`src/rtl/dot_engine_pkg.sv`:
```
`default_nettype none
// ---------------------------------------------------------------------------
// Module   : dot_engine_pkg
// Purpose  : Shared types and helpers for the dot-product engine.
// Revision : 1.0 - initial release
// ---------------------------------------------------------------------------
package dot_engine_pkg;

   typedef enum logic [1:0] {
      IDLE = 2'd0,
      RUN  = 2'd1,
      DONE = 2'd2
   } state_e;

   typedef enum logic [1:0] {
      SAT_NONE = 2'd0,
      SAT_MAX  = 2'd1,
      SAT_MIN  = 2'd2
   } sat_e;

   // Wide enough for N_ELEM full products in either signedness plus a sign bit.
   function automatic int acc_width(input int n_elem, input int elem_w);
      return 2 * elem_w + $clog2(n_elem) + 1;
   endfunction

   function automatic sat_e sat_select(input logic ovf, input logic negative);
      if (!ovf)
         return SAT_NONE;
      return negative ? SAT_MIN : SAT_MAX;
   endfunction

endpackage
`default_nettype wire

```
`src/rtl/dot_lane_mult.sv`:
```
`default_nettype none
// ---------------------------------------------------------------------------
// Module   : dot_lane_mult
// Purpose  : LANES signed/unsigned multipliers summed into one ACC_W value.
// Revision : 1.0 - initial release
// ---------------------------------------------------------------------------
module dot_lane_mult
   import dot_engine_pkg::*;
#(
   parameter int LANES  = 1,
   parameter int ELEM_W = 32,
   parameter int ACC_W  = 67
) (
   input  logic [LANES*ELEM_W-1:0] a_lanes,
   input  logic [LANES*ELEM_W-1:0] b_lanes,
   input  logic                    is_signed,
   output logic [ACC_W-1:0]        lane_sum
);

   logic signed [ACC_W-1:0] w_prod [LANES];

   // One extra bit turns both signednesses into a single signed multiply.
   for (genvar g = 0; g < LANES; g++) begin : g_lane
      logic signed [ELEM_W:0] w_ea;
      logic signed [ELEM_W:0] w_eb;
      assign w_ea = {is_signed & a_lanes[g*ELEM_W+ELEM_W-1], a_lanes[g*ELEM_W +: ELEM_W]};
      assign w_eb = {is_signed & b_lanes[g*ELEM_W+ELEM_W-1], b_lanes[g*ELEM_W +: ELEM_W]};
      assign w_prod[g] = ACC_W'(w_ea) * ACC_W'(w_eb);
   end

   always_comb begin
      lane_sum = '0;
      for (int i = 0; i < LANES; i++)
         lane_sum = lane_sum + w_prod[i];
   end

endmodule
`default_nettype wire

```
`src/rtl/dot_product_engine.sv`:
```
`default_nettype none
// ---------------------------------------------------------------------------
// Module   : dot_product_engine
// Purpose  : Multi-cycle vector dot product with wrap/saturate output stage.
// Revision : 1.0 - initial release
// ---------------------------------------------------------------------------
module dot_product_engine
   import dot_engine_pkg::*;
#(
   parameter int N_ELEM   = 4,
   parameter int ELEM_W   = 32,
   parameter int LANES    = 1,
   parameter int OUT_W    = 32,
   parameter bit SATURATE = 1'b0
) (
   input  logic                     clk,
   input  logic                     rst_n,
   input  logic                     in_valid,
   output logic                     in_ready,
   input  logic                     in_signed,
   input  logic [N_ELEM*ELEM_W-1:0] vec_a,
   input  logic [N_ELEM*ELEM_W-1:0] vec_b,
   output logic                     out_valid,
   input  logic                     out_ready,
   output logic [OUT_W-1:0]         dot_result,
   output logic                     overflow
);

   localparam int c_beats  = N_ELEM / LANES;
   localparam int c_acc_w  = acc_width(N_ELEM, ELEM_W);
   localparam int c_lane_w = LANES * ELEM_W;
   localparam int c_vec_w  = N_ELEM * ELEM_W;
   localparam int c_beat_w = $clog2(c_beats + 1);
   localparam int c_ext_w  = (c_acc_w > OUT_W) ? c_acc_w : OUT_W + 1;

   if (N_ELEM % LANES != 0) begin : g_lanes_check
      $error("dot_product_engine: N_ELEM must be a multiple of LANES");
   end

   state_e                r_state;
   logic [c_beat_w-1:0]   r_beat;
   logic [c_vec_w-1:0]    r_vec_a;
   logic [c_vec_w-1:0]    r_vec_b;
   logic                  r_signed;
   logic [c_acc_w-1:0]    r_acc;
   logic [OUT_W-1:0]      r_result;
   logic                  r_overflow;
   logic                  r_out_valid;

   logic                  w_accept;
   logic [c_acc_w-1:0]    w_lane_sum;
   logic signed [c_ext_w-1:0] w_acc_ext;
   logic [c_ext_w-OUT_W:0] w_hi_s;
   logic                  w_ovf;
   logic [OUT_W-1:0]      w_result;

   assign in_ready   = (r_state == IDLE) | ((r_state == DONE) & out_ready);
   assign w_accept   = in_valid & in_ready;
   assign out_valid  = r_out_valid;
   assign dot_result = r_result;
   assign overflow   = r_overflow;

   // Operand registers shift down each beat, so lane 0 always sits at the bottom.
   dot_lane_mult #(
      .LANES  (LANES),
      .ELEM_W (ELEM_W),
      .ACC_W  (c_acc_w)
   ) u_lane_mult (
      .a_lanes   (r_vec_a[c_lane_w-1:0]),
      .b_lanes   (r_vec_b[c_lane_w-1:0]),
      .is_signed (r_signed),
      .lane_sum  (w_lane_sum)
   );

   // The accumulator is two's complement in both modes (unsigned sums stay non-negative).
   assign w_acc_ext = c_ext_w'($signed(r_acc));
   assign w_hi_s    = w_acc_ext[c_ext_w-1:OUT_W-1];
   assign w_ovf     = r_signed ? ~((&w_hi_s) | ~(|w_hi_s))
                               : (|w_acc_ext[c_ext_w-1:OUT_W]);

   always_comb begin
      w_result = w_acc_ext[OUT_W-1:0];
      if (SATURATE) begin
         case (sat_select(w_ovf, w_acc_ext[c_ext_w-1]))
            SAT_MAX: w_result = r_signed ? {1'b0, {(OUT_W-1){1'b1}}} : {OUT_W{1'b1}};
            SAT_MIN: w_result = r_signed ? {1'b1, {(OUT_W-1){1'b0}}} : {OUT_W{1'b0}};
            default: w_result = w_acc_ext[OUT_W-1:0];
         endcase
      end
   end

   always_ff @(posedge clk or negedge rst_n) begin
      if (!rst_n) begin
         r_state     <= IDLE;
         r_beat      <= '0;
         r_vec_a     <= '0;
         r_vec_b     <= '0;
         r_signed    <= 1'b0;
         r_acc       <= '0;
         r_result    <= '0;
         r_overflow  <= 1'b0;
         r_out_valid <= 1'b0;
      end else if (w_accept) begin
         r_state     <= RUN;
         r_beat      <= '0;
         r_vec_a     <= vec_a;
         r_vec_b     <= vec_b;
         r_signed    <= in_signed;
         r_acc       <= '0;
         r_out_valid <= 1'b0;
      end else begin
         case (r_state)
            RUN: begin
               if (r_beat == c_beat_w'(c_beats)) begin
                  r_result    <= w_result;
                  r_overflow  <= w_ovf;
                  r_out_valid <= 1'b1;
                  r_state     <= DONE;
               end else begin
                  r_acc   <= r_acc + w_lane_sum;
                  r_beat  <= r_beat + 1'b1;
                  r_vec_a <= r_vec_a >> c_lane_w;
                  r_vec_b <= r_vec_b >> c_lane_w;
               end
            end
            DONE: begin
               if (out_ready) begin
                  r_out_valid <= 1'b0;
                  r_state     <= IDLE;
               end
            end
            IDLE: r_state <= IDLE;
            default: r_state <= IDLE;
         endcase
      end
   end

endmodule
`default_nettype wire

```
`config.mk`:
```
export PLATFORM = sky130hd
export DESIGN_NAME = dot_product_engine
export DESIGN_NICKNAME = d
export VERILOG_FILES = /design/src/rtl/dot_engine_pkg.sv /design/src/rtl/dot_lane_mult.sv /design/src/rtl/dot_product_engine.sv
export SDC_FILE = /design/constraint.sdc
export NUM_CORES = 2
export LEC_CHECK = 0
export BUFFER_PORTS_ARGS = -buffer_cell sky130_fd_sc_hd__buf_2
export CAP_MARGIN = 15
export CORE_MARGIN = 2
export CORE_UTILIZATION = 45
export DETAILED_ROUTE_END_ITERATION = 7
export SLEW_MARGIN = 20
export SYNTH_ARGS = -nofsm -noshare
export SYNTH_HDL_FRONTEND = slang
export SYNTH_SLANG_ARGS = --single-unit
```
`constraint.sdc`:
```
create_clock -name clk -period 13.6 [get_ports clk]
set_input_delay 1.36 -clock clk [delete_from_list [all_inputs] [get_ports clk]]
set_output_delay 1.36 -clock clk [all_outputs]
set_load 0.01 [all_outputs]
```
==> metrics.md <==
| Metric | Value |
|---|---|
| H-Tree Depth | 2 |
| Die X | 360.2 µm |
| Final HPWL DP | 133.1 mm |
| Total Routing Usage GR | 26.28% |
| Async set-reset flop share out of synthesis | 100.0% |
| Post-DP Area | 59940 µm² |
| Most common flop cell mapped by yosys | dfrtp_1 |
| Die area | 129700 µm² |
| Slowest stage delay, CP | 0.73 ns |
| Period utilization | 85.73% |
| Worst Setup EP | r_acc[63] |
| Slew @ Worst Pin | 1.092 ns |
| Mapped cell area | 57090 µm² |
| Worst reg2reg path startpoint | r_signed |
| CTS buffer count | 44 |
| Clk Latency, worst-skew pair | 0.61 ns |
| WL met3 | 8.381 mm |
| Initial Utilization | 45.41% |
| Initial DRC count | 2717 |
| Initial antenna violation count | 10 |
| Max Cap Viol | 0 |
| Compound-Gate Fraction of Synth Area | 8.229% |
| Proportion of synthesized area in mux cells | 0.6838% |
| Vias in the first global route | 45970 |
| Wire per inst | 20.69 µm |
| RSZ-0062 raised after global routing | false |
| # DRC | 0 |
| Vias | 42870 |
| Crit path launch | r_signed |
| DRT antenna net count | 0 |
| Hold crit path type | reg -> reg |
| Max Clk Rate | 85.77 MHz |
| Post-Synth Simple-Gate Area | 16.61% |
| First-pass GRT wire length | 266.8 mm |
| # rows | 130 |
| Xor/xnor share of the synthesized area | 2.018% |
| Bufs on Longest Clock Path | 3 |
| Synthesized instance count | 6272 |
| Final Hold Vio Count | 0 |
| Main combinational cell family by area after synthesis | adder cells |
| Final TNS setup | 0 ns |
| CP Capture Type | flip-flop |
| Drt first pass iters | 6 |
| R2R cell count | 37 |
| Largest cells by area after synthesis | fa_1, dfrtp_1, nand2_1 |
| Cell taking the most area after synthesis | fa_1 |
| Post-synth top cells | nand2_1, inv_1, fa_1 |
| Layout Skew | 0.06844 ns |
| Synth warnings | 0 |
| Core Area | 125700 µm² |
| Min cycle time layout | 11.66 ns |
| Grt ovf | 0 |
| Slowest CP cell | nor4b_1 |
| CTS tree | yes |
| Setup slack, reg-to-reg | 1.94 ns |
| Terminus of the critical flop-to-flop path | r_acc[63] |
| Postcts setup bufs | 0 |
| Pins Over Slew Limit | 0 |
| Post-Synth Adder-Cell Area | 46.45% |
| Avg Inst Size Synth | 9.103 µm² |
| Count leader, synth | nand2_1 |
| Register area share after synthesis | 15.91% |
| Crit start category | flip-flop |
| Setup Viol. Count Final | 0 |
| Post-layout util | 48.85% |
| Post_cts resized | 0 |
| Clk root buf | clkbuf_16 |
| Routed vias/inst | 5.336 |
| Routed length on met1 | 69.41 mm |
| Routed Wire Length | 166.2 mm |
| PortBufs | 295 |
| Nets | 8036 |
| Syn_nets | 7965 |
| Cell mode on critical path | fa_1 |
| Status | complete, no violations |
| Critical Path RT | 14.10 ns |
| Sink Count | 363 |
| Crit path DAT | 12.16 ns |
| IO Pins | 296 |
| Area Growth Syn to Fin | 7.591% |
| Post-CTS Hold Buffers | 0 |
| Max FO, Critical Path | 21 |
| Met2 WL | 84.01 mm |
| Yosys reg bits | 363 |
| Max layer used | met5 |
| Layout cells sized above 1 | 8.277% |
| Hold WS | 0.4744 ns |
| CP Class | reg -> reg |
| Clk slew on worst S/H paths | 0.06 ns |
| Largest net degree at the start of global routing | 111 |
| Die Span Y | 360.2 µm |
| Distinct cells, synth | 89 |
| EDFF count, synth | 0 |
| Routability cong. | 0.9347 |
| Final instance area | 61430 µm² |
| Relative slew slack | 27.21% |
| Post-synth top area share | 40.18% |
-- critical path, delay by kind of cell (launching register included) --
| kind | cells | cell delay, ns |
|---|---|---|
| compound gates | 11 | 2.94 |
| xor+xnor | 1 | 0.21 |
| fa+ha+maj | 10 | 4.71 |
| buf+inv | 7 | 1.22 |
| flops | 1 | 0.32 |
| simple gates | 8 | 2.10 |
-- registers in the layout (all words and copies together) (netlist names) --
register    count
r_beat          3
r_acc          67
overflow        1
out_valid       1
r_signed        1
r_vec_a       128
r_state         2
dot_result     32
r_vec_b       128
-- per-stage QoR --
stage / setup slack, ns / cells
global route: 1.346 / 8032
global placement: 2.052 / 7947
floorplan: 3.782 / 6272
finish: 1.941 / 8035
CTS: 1.992 / 8029
detailed placement: 2.005 / 7947
-- routing by layer --
layer | track usage (%) | up-vias
li1 | - | 19250
met1 | 35.15 | 22170
met2 | 46.08 | 1202
met3 | 2.507 | 240
met4 | 6.138 | 8
met5 | 0 | -
-- placed cells by master, fill, tap and decap left out, drive strengths merged, types with 5 or more instances in the layout --
master and count:
nand2 1316, inv 1169, fa 1146, and2 394
buf 381, dfrtp 363, ha 286, a22oi 194
o21ai 138, a21oi 131, nand3 118, nor2 97
xnor2 83, a21o 73, clkbuf 58, xor2 46
and3 34, mux2 32, nor3 30, nand4 26
nand2b 25, o21bai 19, nor2b 18, o21a 16
a31oi 15, a211oi 15, nor4 14, o211ai 13
clkinv 13, a211o 7, o31ai 7, diode 6
clkinvlp 6, or3 6, a22o 5, a21boi 5
o31a 5, a221oi 5
-- cell type report --
cell class	instances	area, µm²
diodes	6	15.01
clock buffers	58	1234
clock inverters	24	234.0
fillers	12020	64310
inverters	1165	4373
multi-input cells	4388	42280
flip-flops and latches	363	9086
well taps	1650	2064
repair buffers	381	2136
-- worst min-delay path by stage --
stage	cells past startpoint	from	slack (ns)	end
floorplan	2	r_vec_a[32]	0.45	r_vec_a[32]
global route	2	r_vec_a[52]	0.49	r_vec_a[52]
detailed placement	2	r_vec_b[50]	0.46	r_vec_b[50]
CTS	2	r_vec_a[85]	0.48	r_vec_a[85]
global placement	2	r_vec_b[65]	0.46	r_vec_b[65]
finish	2	r_vec_b[46]	0.47	r_vec_b[46]
-- cell families (layout without fill, tap and decap cells) --
logic type / after synthesis / count (layout)
AOI/OAI and AO/OA: 692 / 692
xor gates and xnor gates: 130 / 130
adders and majority gates: 1432 / 1432
buffers and inverters: 1521 / 1628
DFF: 363 / 363
muxes: 35 / 35
other: 0 / 6
and+or+nand+nor: 2099 / 2099
Power is not shown: default switching activity piles up to over one toggle a cycle in this logic, so the estimate is an artifact.
